===== src/rtl/imm_encoder.sv =====
// Packs a signed immediate into the I/S/B/J fields of an instruction
// template; two-stage valid/ready pipeline with range checks and counters.
module imm_encoder #(
  parameter int CNT_W = 16
) (
  input  logic             clk,
  input  logic             reset,
  input  logic             in_valid,
  output logic             in_ready,
  input  logic [31:0]      in_tmpl,
  input  logic [31:0]      in_imm,
  input  logic [1:0]       in_immsrc,
  output logic             out_valid,
  input  logic             out_ready,
  output logic [31:0]      out_inst,
  output logic             out_err,
  output logic [CNT_W-1:0] enc_count,
  output logic [CNT_W-1:0] err_count
);

  typedef enum logic [1:0] {
    IMM_I = 2'b00,
    IMM_S = 2'b01,
    IMM_B = 2'b10,
    IMM_J = 2'b11
  } immsrc_e;

  logic        s1_valid;
  logic [31:0] s1_tmpl;
  logic [31:0] s1_imm;
  immsrc_e     s1_src;

  logic        s2_load;
  logic        accept;
  logic        out_fire;
  logic [31:0] enc_inst;
  logic        enc_err;
  logic        ok12;
  logic        ok13;
  logic        ok21;

  assign s2_load  = s1_valid & (~out_valid | out_ready);
  assign in_ready = ~s1_valid | s2_load;
  assign accept   = in_valid & in_ready;
  assign out_fire = out_valid & out_ready;

  // sign-extension checks: upper bits must all match the field's top bit
  assign ok12 = (&s1_imm[31:11]) | ~(|s1_imm[31:11]);
  assign ok13 = (&s1_imm[31:12]) | ~(|s1_imm[31:12]);
  assign ok21 = (&s1_imm[31:20]) | ~(|s1_imm[31:20]);

  always_comb begin
    enc_inst = s1_tmpl;
    enc_err  = 1'b0;
    unique case (s1_src)
      IMM_I: begin
        enc_inst[31:20] = s1_imm[11:0];
        enc_err         = ~ok12;
      end
      IMM_S: begin
        enc_inst[31:25] = s1_imm[11:5];
        enc_inst[11:7]  = s1_imm[4:0];
        enc_err         = ~ok12;
      end
      IMM_B: begin
        enc_inst[31]    = s1_imm[12];
        enc_inst[7]     = s1_imm[11];
        enc_inst[30:25] = s1_imm[10:5];
        enc_inst[11:8]  = s1_imm[4:1];
        enc_err         = ~ok13 | s1_imm[0];
      end
      IMM_J: begin
        enc_inst[31]    = s1_imm[20];
        enc_inst[19:12] = s1_imm[19:12];
        enc_inst[20]    = s1_imm[11];
        enc_inst[30:21] = s1_imm[10:1];
        enc_err         = ~ok21 | s1_imm[0];
      end
      default: ;
    endcase
  end

  always_ff @(posedge clk) begin
    if (reset) begin
      s1_valid <= 1'b0;
      s1_tmpl  <= '0;
      s1_imm   <= '0;
      s1_src   <= IMM_I;
    end else if (accept) begin
      s1_valid <= 1'b1;
      s1_tmpl  <= in_tmpl;
      s1_imm   <= in_imm;
      s1_src   <= immsrc_e'(in_immsrc);
    end else if (s2_load) begin
      s1_valid <= 1'b0;
    end
  end

  always_ff @(posedge clk) begin
    if (reset) begin
      out_valid <= 1'b0;
      out_inst  <= '0;
      out_err   <= 1'b0;
    end else if (s2_load) begin
      out_valid <= 1'b1;
      out_inst  <= enc_inst;
      out_err   <= enc_err;
    end else if (out_fire) begin
      out_valid <= 1'b0;
    end
  end

  always_ff @(posedge clk) begin
    if (reset) begin
      enc_count <= '0;
      err_count <= '0;
    end else if (out_fire) begin
      enc_count <= enc_count + 1'b1;
      if (out_err)
        err_count <= err_count + 1'b1;
    end
  end

endmodule


===== config.mk =====
export PLATFORM = sky130hd
export DESIGN_NAME = imm_encoder
export DESIGN_NICKNAME = d
export VERILOG_FILES = /design/src/rtl/imm_encoder.sv
export SDC_FILE = /design/constraint.sdc
export NUM_CORES = 1
export LEC_CHECK = 0
export BUFFER_PORTS_ARGS = -buffer_cell sky130_fd_sc_hd__buf_2
export CORE_AREA = 2 2 104 106
export DETAILED_ROUTE_END_ITERATION = 12
export DIE_AREA = 0 0 106 108
export PLACE_DENSITY = 0.84
export REMOVE_ABC_BUFFERS = 1
export SYNTH_ARGS = -nofsm -noshare
export SYNTH_HDL_FRONTEND = slang
export SYNTH_SLANG_ARGS = --single-unit

===== constraint.sdc =====
create_clock -name clk -period 1.98 [get_ports clk]
set_input_delay 0.297 -clock clk [delete_from_list [all_inputs] [get_ports clk]]
set_output_delay 0.297 -clock clk [all_outputs]
set_load 0.02 [all_outputs]

; ---- Word-level counts from Yosys, hierarchy flattened
; Index checks and enable logic that the tools add are counted.
[word_totals]
elab_cells = 52
ff_bits = 126
output_inout_bits = 67
input_bits = 70
[classes]
addsub = 2
n_bitwise = 18
n_mux = 9
n_eq_ne = 3
reduce_logical = 11
[op_table]
columns = op, count
row1 = "16-bit by 1-bit adder with 16-bit output, second input constant", 2
row2 = 7-bit one-hot mux with 3 select lines, 1
row3 = 21-bit AND reduction, 1
row4 = 21-bit OR reduction, 1
row5 = 5-bit one-hot mux with 2 select lines, 2
row6 = 20-bit AND reduction, 1
row7 = 20-bit OR reduction, 1
row8 = 12-bit AND reduction, 1
row9 = 12-bit OR reduction, 1
row10 = 8-bit two-way mux, 1
row11 = 1-bit NOT, 8
row12 = 1-bit OR, 7
row13 = "2-bit equality test, second input constant", 2
row14 = 1-bit two-way mux, 4
row15 = 2-bit nonzero test, 2
row16 = 1-bit bitwise AND, 3
row17 = 1-bit one-hot mux with 3 select lines, 1
row18 = "2-bit by 1-bit equality test with 1-bit output, second input constant", 1
row19 = 2-bit zero test, 1
row20 = 2-bit AND reduction, 1
row21 = 2-bit OR reduction, 1

; ---- Logic depth before layout (Yosys ltp)
; Gate-level depths: netlist of run 1.
[depth]
word_depth = 6
mapped_depth = 8
ltp_nobuf = 7

; ---- Least setup slack after synthesis of run 1
; No wires, ideal clock.
[synth_timing]
kind = reg-to-reg
from = register out_valid
to = register s1_tmpl[19]
path_stages_with_launch = 9
arrival_ns = 1.603
setup_slack_ns = 0.245
period_less_slack_ns = 1.735
setup_time_ns = 0.132
path_buffers = 3
required_time_ns = 1.848
path_cell_list = dfxtp_1 -> and2b_1 -> nand2_1 -> and2_1 -> buf_2 -> buf_4 -> buf_4 -> nand2_1 -> a21oi_1
[synth_via]
elab_chain_len = 5
[synth_lines]
columns = element, line
row1 = start: declaration, 13  ; output logic out_valid,
row2 = start signal: assignment, 101  ; out_valid <= 1'b0;
row3 = start signal: assignment, 105  ; out_valid <= 1'b1;
row4 = start signal: assignment, 109  ; out_valid <= 1'b0;
row5 = 1-bit NOT, 42  ; assign s2_load = s1_valid & (~out_valid | out_ready);
row6 = 1-bit OR, 42
row7 = 1-bit bitwise AND, 42
row8 = 1-bit OR, 43  ; assign in_ready = ~s1_valid | s2_load;
row9 = net in_ready, 9  ; output logic in_ready,
row10 = 1-bit bitwise AND, 44  ; assign accept = in_valid & in_ready;
row11 = end signal: assignment, 91  ; s1_tmpl <= in_tmpl;
row12 = end: declaration, 29  ; logic [31:0] s1_tmpl;
; The timed path passes the listed nets, and every way through them passes these cells.
; A chain may end at the register's enable or synchronous reset.

; ---- Final worst setup path of run 1
[layout_timing]
from = register out_valid
to = output in_ready
[layout_via]
elab_chain_len = 4
[layout_lines]
columns = element, line
row1 = 1-bit NOT, 42
row2 = 1-bit OR, 42
row3 = 1-bit bitwise AND, 42
row4 = 1-bit OR, 43
row5 = end: declaration, 9
; No other way between the ends.

==> metrics.txt, run 1 <==
status=finished clean; Worst Path Required=around 1.7 ns; nets@finish=slightly above 800; total global routing overflow=0; Clock Pin Slew Worst Setup and Hold Paths=0.06 ns; Root Driver=clkbuf_8; fin. max-slew vios=0; CORE AREA=between 10000 and 15000 µm²; Psw=1.443 mW; Pre-antenna DRT Iters=7; EDFF count, synth=0; fill count=around 860; endpoints failing hold=0; initial antenna violation count=0; layout cells sized above 1=0.2367; Post-synth top flop=dfxtp_1; fmax=562.1 MHz; top cells by area, synth=dfxtp_1 (50%), nand2_1 (12%), a21oi_1 (7.8%), nor2_1 (4.5%), xor2_1 (2.9%); # IOs=between 100 and 150; #FFs+latches synth=126; synth warn=0; Post-route DRC=0; P_int=4.798 mW; commonest cells in the synthesized netlist=nand2_1 (163), dfxtp_1 (126), a21oi_1 (79); Crit path arrival time=between 1 and 1.5 ns; Initial Util=0.4935; Wirelength per Cell=13.95 µm; row count=37; PwrDens=976.7 nW/µm²; final setup fails=0; GP Congestion=0.8356; Hold WC Path Type=primary input to flip-flop; crit-path leading delay family=simple AND/OR/NAND/NOR gates; area grow syn2layout=26.57%; maximum vdd drop=0.5204 mV; time the worst path needs with I/O delays and setup=1.779 ns; clk sinks=about 130; H-tree lvl count=4; vias in the first global route=4351; crit end category=output pin; Reg power frac=0.435; first-pass GRT wire length=20000 µm; dpl cell area=5799 µm²; Yosys top cell by area=dfxtp_1; gr usage total=0.2199; CTS buffer count=17; combinational share of power=0.079; Worst-Skew Late Latency=0.51 ns; total leakage power=between 2 and 3 nW; clk buf depth=2; most instantiated library cell after synthesis=nand2_1; sequential area share after synthesis=0.4996; worst slew pin tran=0.5982 ns; Yosys cell types=40; Yosys top cell area share=0.4996; CP max FO=6; post-route setup slack=~0.20 ns; Tcrit/Tclk final=0.8985; Routed Antenna Nets=0; CP max-delay cell=dfxtp_1; number of port buffers=129; Slew Limit Headroom=0.6012; Diodes inserted=0; post-detail-place hpwl=8179 µm; Post-synth ARST share=0; Startpoint Class=flip-flop; sequence of cells on the critical path=and2b_1, nand2_1, buf_2; First DRT Iteration DRCs=301; die area=approximately 11000 µm²; worst slack, placed=roughly 0.16 ns; Clock power frac=0.487; CTS tree=yes; die height=108 µm; vias=4663; Die W=106 µm; Buf/Inv on CP=1; max_cap viols=0; DR vias/cell=5.251; crit-path max cell delay=0.39 ns; Mean Syn Cell Area=approximately 8.1 µm²; kind of critical path=flip-flop to output pin; synthesized area=5049 µm²; final wirelength=12390 µm; switching share of power=0.2312; RSZ-0062 raised after global routing=false; clock skew=0.01444 ns; largest net degree at the start of global routing=60; Mapped Cells=624; design area=6390 µm²
## path summary, 6_finish.rpt
kind	from	endpoint	slack, ns	cells past startpoint
max	out_valid	in_ready	0.20	3
min	in_tmpl[1]	s1_tmpl[1]	0.02	3
max reg2reg	s1_src[1]	out_inst[8]	0.21	5
min reg2reg	s1_imm[7]	out_inst[27]	0.45	2
## worst min-delay path: stages
cell and delay (ns):
buf_2 0.10, nand2_1 0.04, a21oi_1 0.05
## layout make-up
class	instances	area [µm²]	area share
clock buffers	20	445.4	0.06971
flip-flops and latches	126	2522	0.3948
clock inverters	12	142.6	0.02232
inverters	6	22.52	0.003525
well taps	136	170.2	0.02663
multi-input cells	450	2333	0.3652
repair buffers	138	753.2	0.1179
## power by group through the flow
stage	clock (mW)	combinational, mW	sequential, mW
after floorplan	0	0.222	2.79
after global placement	0	0.477	2.76
after detailed placement	0	0.489	2.77
after CTS	3.09	0.494	2.71
after global routing	3.23	0.548	2.72
final	3.04	0.492	2.71
## what timing repair did
action | CTS | global route
hold buffers | 0 | 0
buffers inserted | 0 | 0
endpoints found under the setup margin | 0 | 1
gates resized for setup | 0 | 1
## state kept, by name, summed over array words and instances, names as in the netlist
register / count
s1_valid: 1
s1_imm: 32
s1_src: 2
out_valid: 1
enc_count: 16
out_inst: 32
out_err: 1
err_count: 16
s1_tmpl: 25
## kinds of logic (layout without fill, tap and decap cells)
kind of cell | count (synthesis) | after routing | synth area share
XOR/XNOR | 27 | 27 | 0.04684
buffers and inverters | 48 | 176 | 0.04089
adder cells (fa/ha/maj) | 6 | 6 | 0.01487
AO/OA/AOI/OAI | 113 | 113 | 0.1252
flip-flops | 126 | 126 | 0.4996
AND/OR/NAND/NOR | 295 | 295 | 0.2548
multiplexers | 9 | 9 | 0.01784
## per-layer routing
metal,routed length [µm],global-route usage,vias to the layer above,share of wire
met4,269,0.09680,0,0.022
met5,0,0,-,0
li1,-,-,2337,-
met3,561,0.04340,24,0.045
met1,5400,0.2659,2149,0.44
met2,6160,0.3820,153,0.50
## cells in the final DEF, fill, tap and decap left out, types with 5 or more instances in the layout
master and count:
a211oi_1 12, a21oi_1 79, and3_1 6, buf_2 128, buf_4 7, clkbuf_16 16
clkinv_2 6, dfxtp_1 126, ha_1 5, inv_1 6, mux2i_1 9, nand2_1 162
nand3_1 13, nand4_1 12, nor2_1 60, nor3_1 13, nor4_1 5, o21ai_0 8
xnor2_1 10, xor2_1 17
## per-stage QoR
step | hold WS, ns | TNS [ns] | total power [mW] | instances | utilization
3_5_place_dp | 0.4430 | 0 | 3.255 | 856 | 0.5668
5_1_grt | 0.001072 | 0 | 6.498 | 888 | 0.6246
3_3_place_gp | 0.4348 | 0 | 3.235 | 856 | 0.5668
4_1_cts | 0.002097 | 0 | 6.294 | 888 | 0.6243
2_1_floorplan | 0.3661 | -26.19 | 3.014 | 582 | -
6_report | 0.02279 | 0 | 6.241 | 888 | 0.6246
No activity file was read; power rests on OpenSTA's default activity.
==> run 2: changes to the inputs <==
--- a/config.mk
+++ b/config.mk
@@ -9,6 +9,7 @@
 export CORE_AREA = 2 2 104 106
 export DETAILED_ROUTE_END_ITERATION = 12
 export DIE_AREA = 0 0 106 108
+export GPL_TIMING_DRIVEN = 0
 export PLACE_DENSITY = 0.84
 export REMOVE_ABC_BUFFERS = 1
 export SYNTH_ARGS = -nofsm -noshare
==> metrics.txt, run 2 (same netlist as run 1, synthesis figures left out) <==
CTS buffer count=17; Fin Hold WS=0.009595 ns; DR vias/cell=5.247; Largest regs=out_inst (32), s1_imm (32), s1_tmpl (25); Wirelength per Cell=about 14 µm; P_int=4.785 mW; # IOs=137; row count=37; fin. max-slew vios=0; switching share of power=0.2397; total global routing overflow=0; die area=11450 µm²; Placed Instances=850; routed length on met1=about 5300 µm; status=finished clean; Worst-Skew Late Latency=0.53 ns; clk sinks=126; final setup fails=0; CTS tree=yes; die height=between 100 and 150 µm; max_cap viols=0; time the worst path needs with I/O delays and setup=1.875 ns; endpoints failing hold=0; Tcrit/Tclk final=0.9468; total leakage power=2.676 nW; GP Congestion=0.8244; Clock power frac=0.490; Initial Util=0.4935; vias=4670; most common cell after layout, fill and taps aside=nand2_1; Root Driver=clkbuf_8; gr usage total=0.2211; dpl cell area=5762 µm²; worst slew pin tran=roughly 1.1 ns; final wirelength=12670 µm; layout cells sized above 1=0.2321; Clock Pin Slew Worst Setup and Hold Paths=around 0.06 ns; crit end category=flip-flop; Crit path arrival time=2.33 ns; post-route setup slack=0.1052 ns; Post-route DRC=0; First DRT Iteration DRCs=417; combinational share of power=0.079; CP max FO=21; most frequent cells in the layout=nand2_1 (162), buf_2 (128), dfxtp_1 (125); Reg power frac=0.431; Finished Layout Cells=890; first-pass GRT wire length=20100 µm; post-detail-place hpwl=8246 µm; Top Metal Used=met4; H-tree lvl count=4; Worst Path Required=2.43 ns; clock skew=0.006539 ns; Routed Antenna Nets=0; kind of critical path=flip-flop to flip-flop; clk buf depth=2; largest net degree at the start of global routing=65; RSZ-0062 raised after global routing=false; fmax=about 530 MHz; setup TNS=0 ns; number of port buffers=129; maximum vdd drop=0.5982 mV; DR WL met3=approximately 690 µm; Hold WC Path Type=primary input to flip-flop; PwrDens=976.5 nW/µm²; nets@finish=817; worst slack, placed=-0.1680 ns; initial antenna violation count=0; design area=6445 µm²; Tot Pwr=approximately 6.3 mW; area grow syn2layout=27.66%; Slew Limit Headroom=0.2700; Die W=106 µm; Pre-antenna DRT Iters=7; Diodes inserted=0; vias in the first global route=4380; wire length on met2=about 6400 µm; CORE AREA=10230 µm²; Startpoint Class=flip-flop; Psw=1.509 mW; Core Util, Final=0.6299
[run 2: cell count changes in the layout (fill, tap and decap cells not counted), sizes merged]
cell / before / now
dlygate4sd3: 0 / 7
nor2b: 5 / 6
clkinvlp: 3 / 6
clkbuf: 20 / 19
clkinv: 6 / 4
buf: 138 / 132
[run 2: cell type report]
cell class	instances	area [µm²]
clock buffer	19	431.7
multi-input combinational	451	2345
fill	869	3786
timing repair buffer	139	785.8
inverter	6	22.52
clock inverter	13	166.4
tap	136	170.2
sequential	126	2524
[run 2: power by group through the flow]
stage,Sequential [mW],Combinational [mW],Clock [mW]
after floorplan,2.79,0.222,0
after global placement,2.76,0.458,0
after detailed placement,2.77,0.484,0
after CTS,2.71,0.495,3.12
after global routing,2.72,0.557,3.24
final,2.71,0.500,3.08
[run 2: critical path, cell delays in order, from the launching register on]
cell and delay (ns):
dfxtp_1 0.35, and2b_1 0.27, nor2b_2 0.88, nand2_1 0.14, a21oi_1 0.16
[run 2: what timing repair did]
item	CTS	global route
cloned	0	1
setup buffers	0	0
hold endpoints to repair	6	1
hold buffers	6	1
endpoints found under the setup margin	4	3
gates resized for setup	2	1
[run 2: per-layer routing]
layer  vias to the layer above  global-route usage
li1                       2334                   -
met1                      2166              0.2578
met2                       145              0.3885
met3                        25             0.05485
met4                         0             0.09492
met5                         -                   0
[run 2: worst paths after layout]
check	from	to	slack [ns]	depth (start not counted)
worst max-delay path	out_valid	out_inst[2]	0.11	4
worst min register to register	out_inst[4]	out_inst[4]	0.45	2
worst max register to register	out_valid	out_inst[2]	0.11	4
worst min-delay path	in_imm[6]	s1_imm[6]	0.01	3
==> run 3: changes to the inputs <==
==> constraint.sdc (replaced) <==
create_clock -name clk -period 2.2 [get_ports clk]
set_input_delay 0.33 -clock clk [delete_from_list [all_inputs] [get_ports clk]]
set_output_delay 0.33 -clock clk [all_outputs]
set_load 0.02 [all_outputs]
==> metrics.txt, run 3 (same netlist as run 1, synthesis figures left out) <==
RSZ-0062 raised after global routing=false; gr usage total=0.2197; total leakage power=around 2.6 nW; Post CTS Setup Buffer Count=0; Diodes inserted=0; CORE AREA=10230 µm²; area grow syn2layout=25.97%; first-pass GRT wire length=19970 µm; DR vias/cell=5.194; P_int=4.297 mW; final wirelength=12290 µm; switching share of power=0.2380; Worst Path Required=approximately 2.6 ns; crit end category=flip-flop; Post-route DRC=0; maximum vdd drop=between 0.5 and 0.6 mV; max_cap viols=0; post-detail-place hpwl=8246 µm; cts repair resizes=0; most common cell after layout, fill and taps aside=nand2_1; GP Congestion=0.8244; area of the multi-input gates=2331 µm²; clk buf depth=2; Crit path arrival time=2.46 ns; H-tree lvl count=4; Largest regs=out_inst (32), s1_imm (32), s1_tmpl (25); largest net degree at the start of global routing=65; CTS buffer count=17; Wirelength per Cell=between 10 and 15 µm; Routed Antenna Nets=0; final setup fails=0; Slew Limit Headroom=0.2967; nets@finish=809; PwrDens=slightly below 900 nW/µm²; initial antenna violation count=0; CTS tree=yes; time the worst path needs with I/O delays and setup=2.054 ns; Worst-Skew Late Latency=about 0.52 ns; Root Driver=clkbuf_8; number of port buffers=129; status=finished clean; die height=108 µm; dpl cell area=between 5000 and 6000 µm²; Clock Pin Slew Worst Setup and Hold Paths=0.06 ns; hold_buf cts=0; Fin Hold WS=0.04708 ns; Initial Util=0.4935; row count=37; Tcrit/Tclk final=0.9338; most frequent cells in the layout=nand2_1 (162), buf_2 (128), dfxtp_1 (126); fin. max-slew vios=0; die area=approximately 11000 µm²; fmax=486.8 MHz; layout cells sized above 1=0.2292; kind of critical path=flip-flop to flip-flop; Reg power frac=0.433; Die W=106 µm; fill count=~880; design area=6360 µm²; Startpoint Class=flip-flop; combinational share of power=0.077; Psw=roughly 1.3 mW; clock skew=between 0.01 and 0.015 ns; Pre-antenna DRT Iters=4; endpoints failing hold=0; Hold WC Path Type=primary input to flip-flop; worst slew pin tran=1.055 ns; CP max FO=18; total global routing overflow=0; Clock power frac=0.490; First DRT Iteration DRCs=370; vias in the first global route=between 4k and 5k; vias=4581; Reg area=2522 µm²; # IOs=around 140; clk sinks=126
## run 3: cell types whose count changed in the layout (fill, tap and decap cells not counted), sizes merged
cell / before / now
nor2b: 6 / 5
dlygate4sd3: 7 / 0
## run 3: path summary, 6_finish.rpt
check,startpoint,endpoint,slack (ns),cells after the start
min,in_imm[24],s1_imm[24],0.05,3
min reg2reg,s1_tmpl[10],s1_tmpl[10],0.45,2
max reg2reg,s1_src[0],out_err,0.15,6
max,s1_src[0],out_err,0.15,6
## run 3: critical path: stages (launching register included)
cell and delay [ns]:
dfxtp_1 0.33, ha_1 0.50, or3b_1 0.50, nor3_1 0.21, a32oi_1 0.10, a41oi_1 0.24, nand2_1 0.07
## run 3: per-stage QoR
stage	TNS [ns]	setup slack (ns)	utilization	cells	power [mW]
after detailed placement	0	0.01905	0.5632	850	2.924
final	0	0.1456	0.6216	882	5.639
after floorplan	-5.948	-0.2605	-	582	2.713
after global placement	-70.10	-1.277	0.5552	847	2.894
after CTS	0	0.1372	0.6216	882	5.684
after global routing	0	0.008417	0.6216	882	5.853
## run 3: final cells by class
cell class | instances | area share
tap | 136 | 0.02676
inverter | 6 | 0.003541
timing repair buffer | 132 | 0.1125
multi-input combinational | 450 | 0.3665
clock inverter | 13 | 0.02617
sequential | 126 | 0.3966
clock buffer | 19 | 0.06787
## run 3: per-layer routing
layer	global-route usage	vias to the layer above	wire length (µm)
met3	0.05606	16	612
li1	-	2315	-
met1	0.2563	2111	5195
met4	0.09586	0	199
met2	0.3839	139	6282
met5	0	-	0
## run 3: power by group through the flow
stage	clock network [mW]	registers, mW	logic, mW
6_report	2.77	2.44	0.434
3_3_place_gp	0	2.48	0.412
4_1_cts	2.81	2.44	0.437
2_1_floorplan	0	2.51	0.200
5_1_grt	2.92	2.45	0.487
3_5_place_dp	0	2.49	0.436
